### config.mk
export PLATFORM = sky130hd
export DESIGN_NAME = perf_monitor
export DESIGN_NICKNAME = d
export VERILOG_FILES = /design/src/rtl/perf_monitor.sv
export SDC_FILE = /design/constraint.sdc
export NUM_CORES = 1
export LEC_CHECK = 0
export CAP_MARGIN = 10
export CELL_PAD_IN_SITES_DETAIL_PLACEMENT = 1
export CELL_PAD_IN_SITES_GLOBAL_PLACEMENT = 2
export CORE_ASPECT_RATIO = 1.4
export CORE_UTILIZATION = 40
export DETAILED_ROUTE_END_ITERATION = 16
export GPL_ROUTABILITY_DRIVEN = 0
export GPL_TIMING_DRIVEN = 0
export PLACE_DENSITY_LB_ADDON = 0.1
export SYNTH_ARGS = -nofsm -noshare
export SYNTH_HDL_FRONTEND = slang
export SYNTH_SLANG_ARGS = --single-unit
### constraint.sdc
create_clock -name i_clk -period 8.37 [get_ports i_clk]
set_input_delay 0.837 -clock i_clk [delete_from_list [all_inputs] [get_ports i_clk]]
set_output_delay 0.837 -clock i_clk [all_outputs]
set_load 0.01 [all_outputs]
### src/rtl/perf_monitor.sv
// perf_monitor: retire-stage performance counters with end-of-program halt detection.
// Counts cycles, retired instructions, bubbles, flushes and per-class instructions
// in saturating counters. On retiring HALT_INSN it drains the pipe for DRAIN_CYC
// cycles and then freezes. Any counter is readable through a registered select port.
module perf_monitor #(
   parameter int unsigned CNT_W     = 32,
   parameter logic [31:0] HALT_INSN = 32'h0000006F,
   parameter int unsigned DRAIN_CYC = 4,
   parameter int unsigned NUM_CNT   = 12
) (
   input  logic             i_clk,
   input  logic             i_rst,
   input  logic             i_en,
   input  logic             i_clr,
   input  logic             i_insn_vld,
   input  logic [31:0]      i_insn,
   input  logic             i_flush,
   input  logic [3:0]       i_sel,
   output logic [CNT_W-1:0] o_rdata,
   output logic             o_halted,
   output logic             o_done,
   output logic             o_sat
);

   localparam int unsigned      DRN_W    = (DRAIN_CYC > 1) ? $clog2(DRAIN_CYC) : 1;
   localparam logic [DRN_W-1:0] DRN_LOAD = DRN_W'(DRAIN_CYC - 1);
   localparam logic [CNT_W-1:0] CNT_MAX  = '1;

   // Counter map indices
   localparam int unsigned C_CYCLE  = 0;
   localparam int unsigned C_RETIRE = 1;
   localparam int unsigned C_BUBBLE = 2;
   localparam int unsigned C_LOAD   = 3;
   localparam int unsigned C_STORE  = 4;
   localparam int unsigned C_BRANCH = 5;
   localparam int unsigned C_JUMP   = 6;
   localparam int unsigned C_RALU   = 7;
   localparam int unsigned C_IALU   = 8;
   localparam int unsigned C_UPPER  = 9;
   localparam int unsigned C_FLUSH  = 10;
   localparam int unsigned C_OTHER  = 11;

   typedef enum logic [1:0] {StRun, StDrain, StHalted} state_e;

   state_e           state_q, state_d;
   logic [DRN_W-1:0] drain_q, drain_d;
   logic [CNT_W-1:0] cnt_q [NUM_CNT];
   logic [CNT_W-1:0] cnt_d [NUM_CNT];
   logic [NUM_CNT-1:0] inc;
   logic             sat_q, sat_d;
   logic             done_q, done_d;
   logic [CNT_W-1:0] rdata_q, rdata_d;
   logic             counting;
   logic             halt_det;
   logic [6:0]       opcode;

   assign counting = (state_q == StRun) && i_en;
   assign halt_det = counting && i_insn_vld && (i_insn == HALT_INSN);
   assign opcode   = i_insn[6:0];

   // Event decode: which counters see an event this cycle
   always_comb begin
      inc           = '0;
      inc[C_CYCLE]  = counting;
      inc[C_RETIRE] = counting && i_insn_vld;
      inc[C_BUBBLE] = counting && !i_insn_vld;
      inc[C_FLUSH]  = counting && i_flush;
      if (counting && i_insn_vld) begin
         unique case (opcode)
            7'b0000011:             inc[C_LOAD]   = 1'b1;
            7'b0100011:             inc[C_STORE]  = 1'b1;
            7'b1100011:             inc[C_BRANCH] = 1'b1;
            7'b1101111, 7'b1100111: inc[C_JUMP]   = 1'b1;
            7'b0110011:             inc[C_RALU]   = 1'b1;
            7'b0010011:             inc[C_IALU]   = 1'b1;
            7'b0110111, 7'b0010111: inc[C_UPPER]  = 1'b1;
            default:                inc[C_OTHER]  = 1'b1;
         endcase
      end
   end

   // Saturating counter next-state and sticky saturation flag
   always_comb begin
      sat_d = sat_q;
      for (int i = 0; i < NUM_CNT; i++) begin
         cnt_d[i] = cnt_q[i];
         if (i_clr) begin
            cnt_d[i] = '0;
         end else if (inc[i] && (cnt_q[i] != CNT_MAX)) begin
            cnt_d[i] = cnt_q[i] + 1'b1;
         end
         if (cnt_d[i] == CNT_MAX) begin
            sat_d = 1'b1;
         end
      end
      if (i_clr) begin
         sat_d = 1'b0;
      end
   end

   // FSM next-state: RUN -> DRAIN on halt insn, DRAIN counts down to HALTED
   always_comb begin
      state_d = state_q;
      drain_d = drain_q;
      if (i_clr) begin
         state_d = StRun;
      end else begin
         unique case (state_q)
            StRun: begin
               if (halt_det) begin
                  state_d = StDrain;
                  drain_d = DRN_LOAD;
               end
            end
            StDrain: begin
               if (drain_q == '0) begin
                  state_d = StHalted;
               end else begin
                  drain_d = drain_q - DRN_W'(1);
               end
            end
            StHalted: ;
            default: state_d = StRun;
         endcase
      end
   end

   // FSM outputs: halted level and done pulse on the DRAIN->HALTED transition
   always_comb begin
      o_halted = (state_q == StHalted);
      done_d   = (state_q == StDrain) && (drain_q == '0) && !i_clr;
   end

   // Readout mux; unmapped selects read as zero
   always_comb begin
      rdata_d = '0;
      for (int i = 0; i < NUM_CNT; i++) begin
         if (i_sel == 4'(i)) begin
            rdata_d = cnt_q[i];
         end
      end
   end

   // State, counters and registered outputs
   always_ff @(posedge i_clk) begin
      if (i_rst) begin
         state_q <= StRun;
         drain_q <= '0;
         sat_q   <= 1'b0;
         done_q  <= 1'b0;
         rdata_q <= '0;
         for (int i = 0; i < NUM_CNT; i++) begin
            cnt_q[i] <= '0;
         end
      end else begin
         state_q <= state_d;
         drain_q <= drain_d;
         sat_q   <= sat_d;
         done_q  <= done_d;
         rdata_q <= rdata_d;
         for (int i = 0; i < NUM_CNT; i++) begin
            cnt_q[i] <= cnt_d[i];
         end
      end
   end

   assign o_rdata = rdata_q;
   assign o_done  = done_q;
   assign o_sat   = sat_q;

endmodule

==> flow_summary.ini <==
[timing]
worstMarginPinSlew_ps = 1406
slew_headroom = 0.05673
worst_hold_slack_ps = 505.5
slew_violations = 0
fin_ws_ps = 2747
final_hold_viol_count = 0
finalCriticalPeriod_ps = 5623
post-route-period-util = 0.6718
rsz0062_at_grt = no
timing.fmax_mhz = 177.8
setup-tns-final_ps = 0
setup_viol_count_final = 0
fin_worst_skew_ps = 35.79

[hold_path]
min_path_type = flip-flop to flip-flop

[placement]
place_inst = 4125
hpwl_mm = 89.65
place_area_um2 = 26570
dp_slack_ps = 2273
portBuffers = 75

[global_route]
antenna_found_initial = 2
grt_pass1_vias = 26354
grt_pass1_wl_mm = 168.6
grt_max_degree = 16
grtUsageTotal = 0.3595
grt.overflow.total = 0

[clock_network]
cts-hold-fix-buffers = 0
path_clk_slew_ps = 70
clockBufferDepth = 3
clockRootBuffer = clkbuf_16
cts_buffers = 49
cts_max_level = 2
cts_setup_buffers = 0
insertion_delay_ps = 630
cts_resized = 0
cts.sinks = 422
cts_tree = yes

[worst_setup_path]
endpoint_kind = flip-flop
critPathKind = primary input to flip-flop
path_max_fanout = 10
worstSetupStartpointType = primary input
required_ps = 8810
worstPathArrival_ps = 6070

[power_and_ir_drop]
powerDensity_nw_per_um2 = 157.4
ir_drop_mv = 0.1610
p_leak_nw = 8.279

[floorplan]
die-area_um2 = 62990
die_w_um = 212.4
start_util = 0.4061
io_pins = 77
die_height_um = 296.6
design.core.area_um2 = 61050
num_rows = 107

[routing]
drt-vias-per-instance = 6.272
wirelength_mm = 114.0
wl_per_cell_um = 27.03
drt_first_pass_iters = 6
vias = 26457
postRouteAntennaNets = 0
drt_first_iter_violations = 2063
drc = 0

[outcome]
status = finished clean

[logic_synthesis]
synth_top_area_frac = 0.3408
netlist_top_cells_area = dfxtp_1 (34%), nor2_1 (7.6%), xor2_1 (6.5%), xnor2_1 (4.8%), nand2_1 (4.5%)
yosys.area.top_type = dfxtp_1
synth_seq_cells = 422
synth_edf_count = 0
post_synth_instance_area_um2 = 24790
seq_area_frac_synth = 0.3408
synth-async-reset-ratio = 0
synth_ff_type = dfxtp_1
synth_fp_nets = 3288
synth_cell_types = 88
syn_avg_cell_area_um2 = 7.667
netlist_instances = 3233
yosysWarningCount = 0

[final_layout]
layout-drive-gt1-share = 0.04560
final-seq-area_um2 = 8448
nFillCells = 7651
multi_input_area_um2 = 15430
final_nets = 3415
syn_to_final_growth_pct = 13.68
final_area_um2 = 28180
finalNonFillerCells = 4218

[run]
cap_violations = 0
-- registers in the layout, indices dropped and copies added (netlist names) --
register / count
state_q: 2
o_done: 1
cnt_q: 384
drain_q: 2
o_sat: 1
o_rdata: 32
-- synth_stat cells, drive strengths merged, types with 7 or more instances --
cell and n:
a2111oi 8, a211oi 16, a21oi 106, a221oi 11, a222oi 17, a22oi 89
a311oi 16, a31oi 47, and2 31, and3 73, and4 46, buf 23
clkbuf 171, dfxtp 422, ha 13, inv 43, mux2i 20, nand2 299
nand2b 26, nand3 196, nand3b 11, nand4 171, nand4b 12, nor2 505
nor2b 15, nor3 92, nor3b 14, nor4 72, nor4b 12, o2111ai 7
o211ai 8, o21a 7, o21ai 124, o31ai 11, or2 17, or3 49
or4 28, xnor2 137, xor2 184
-- layer usage --
metal / track usage / up-vias / part of all wire
met5: 0 / - / 0.000096
met4: 0.2979 / 2 / 0.095
met3: 0.06028 / 406 / 0.061
met2: 0.6102 / 1068 / 0.48
met1: 0.3922 / 12987 / 0.37
li1: - / 11994 / -
-- worst max-delay path: stages --
cell and delay [ps]:
clkdlybuf4s50_1 670, and4bb_1 270, clkbuf_1 320, buf_2 400
nand4_1 430, a31oi_1 920, a21o_1 230, a22oi_1 70
and4_1 260, a32oi_1 500, o221ai_1 240, a311oi_1 720
a41oi_1 200
-- final timing paths --
check                           startpoint    endpoint  slack (ps)  depth (start not counted)
worst max-delay path            i_insn_vld       o_sat        2750                         13
worst min-delay path            drain_q[1]  drain_q[1]         510                          2
worst max register to register  state_q[0]       o_sat        3190                         12
worst min register to register  drain_q[1]  drain_q[1]         510                          2
-- placed cells by master, fill, tap and decap left out, drive strengths merged, types with 14 or more instances in the layout --
| cell | instances |
|---|---|
| nand4 | 171 |
| and2 | 31 |
| clkbuf | 235 |
| and3 | 73 |
| or3 | 49 |
| a211oi | 16 |
| a222oi | 17 |
| xnor2 | 137 |
| nand2b | 26 |
| a21oi | 106 |
| clkdlybuf4s50 | 75 |
| xor2 | 184 |
| nor3b | 14 |
| nand2 | 299 |
| nor4 | 72 |
| a31oi | 47 |
| inv | 47 |
| or2 | 17 |
| o21ai | 124 |
| or4 | 28 |
| nand3 | 196 |
| nor3 | 92 |
| nor2 | 505 |
| buf | 24 |
| a311oi | 16 |
| nor2b | 15 |
| dfxtp | 422 |
| a22oi | 89 |
| and4 | 46 |
| mux2i | 20 |
-- layout make-up --
type / instances / area share
multi-input combinational: 2574 / 0.5474
sequential: 422 / 0.2998
clock buffer: 64 / 0.04835
tap: 817 / 0.03627
buffer: 194 / 0.02695
timing repair buffer: 76 / 0.02682
clock inverter: 26 / 0.008525
inverter: 43 / 0.005727
antenna: 2 / 0.0001776
-- stage by stage --
| step | total power [mW] | util |
|---|---|---|
| 5_1_grt | 4.544 | 0.4616 |
| 3_5_place_dp | 2.266 | 0.4352 |
| 4_1_cts | 4.455 | 0.4614 |
| 3_3_place_gp | 2.263 | 0.4351 |
| 6_report | 4.436 | 0.4616 |
| 2_1_floorplan | 2.152 | - |
-- where the power goes --
group / leakage (nW) / switching, mW / total (mW) / internal [mW]
Combinational: 4.11 / 0.154 / 0.209 / 0.0545
Sequential: 3.40 / 0.00381 / 2.02 / 2.01
Clock: 0.766 / 0.988 / 2.21 / 1.22
-- cells by family after synthesis --
group | share of synthesized area
buf+inv | 0.03715
compound gates | 0.1425
flops | 0.3408
simple gates | 0.3470
fa+ha+maj | 0.006562
mux | 0.01262
xor+xnor | 0.1134
Note: power is estimated with default switching activity, not from simulation.
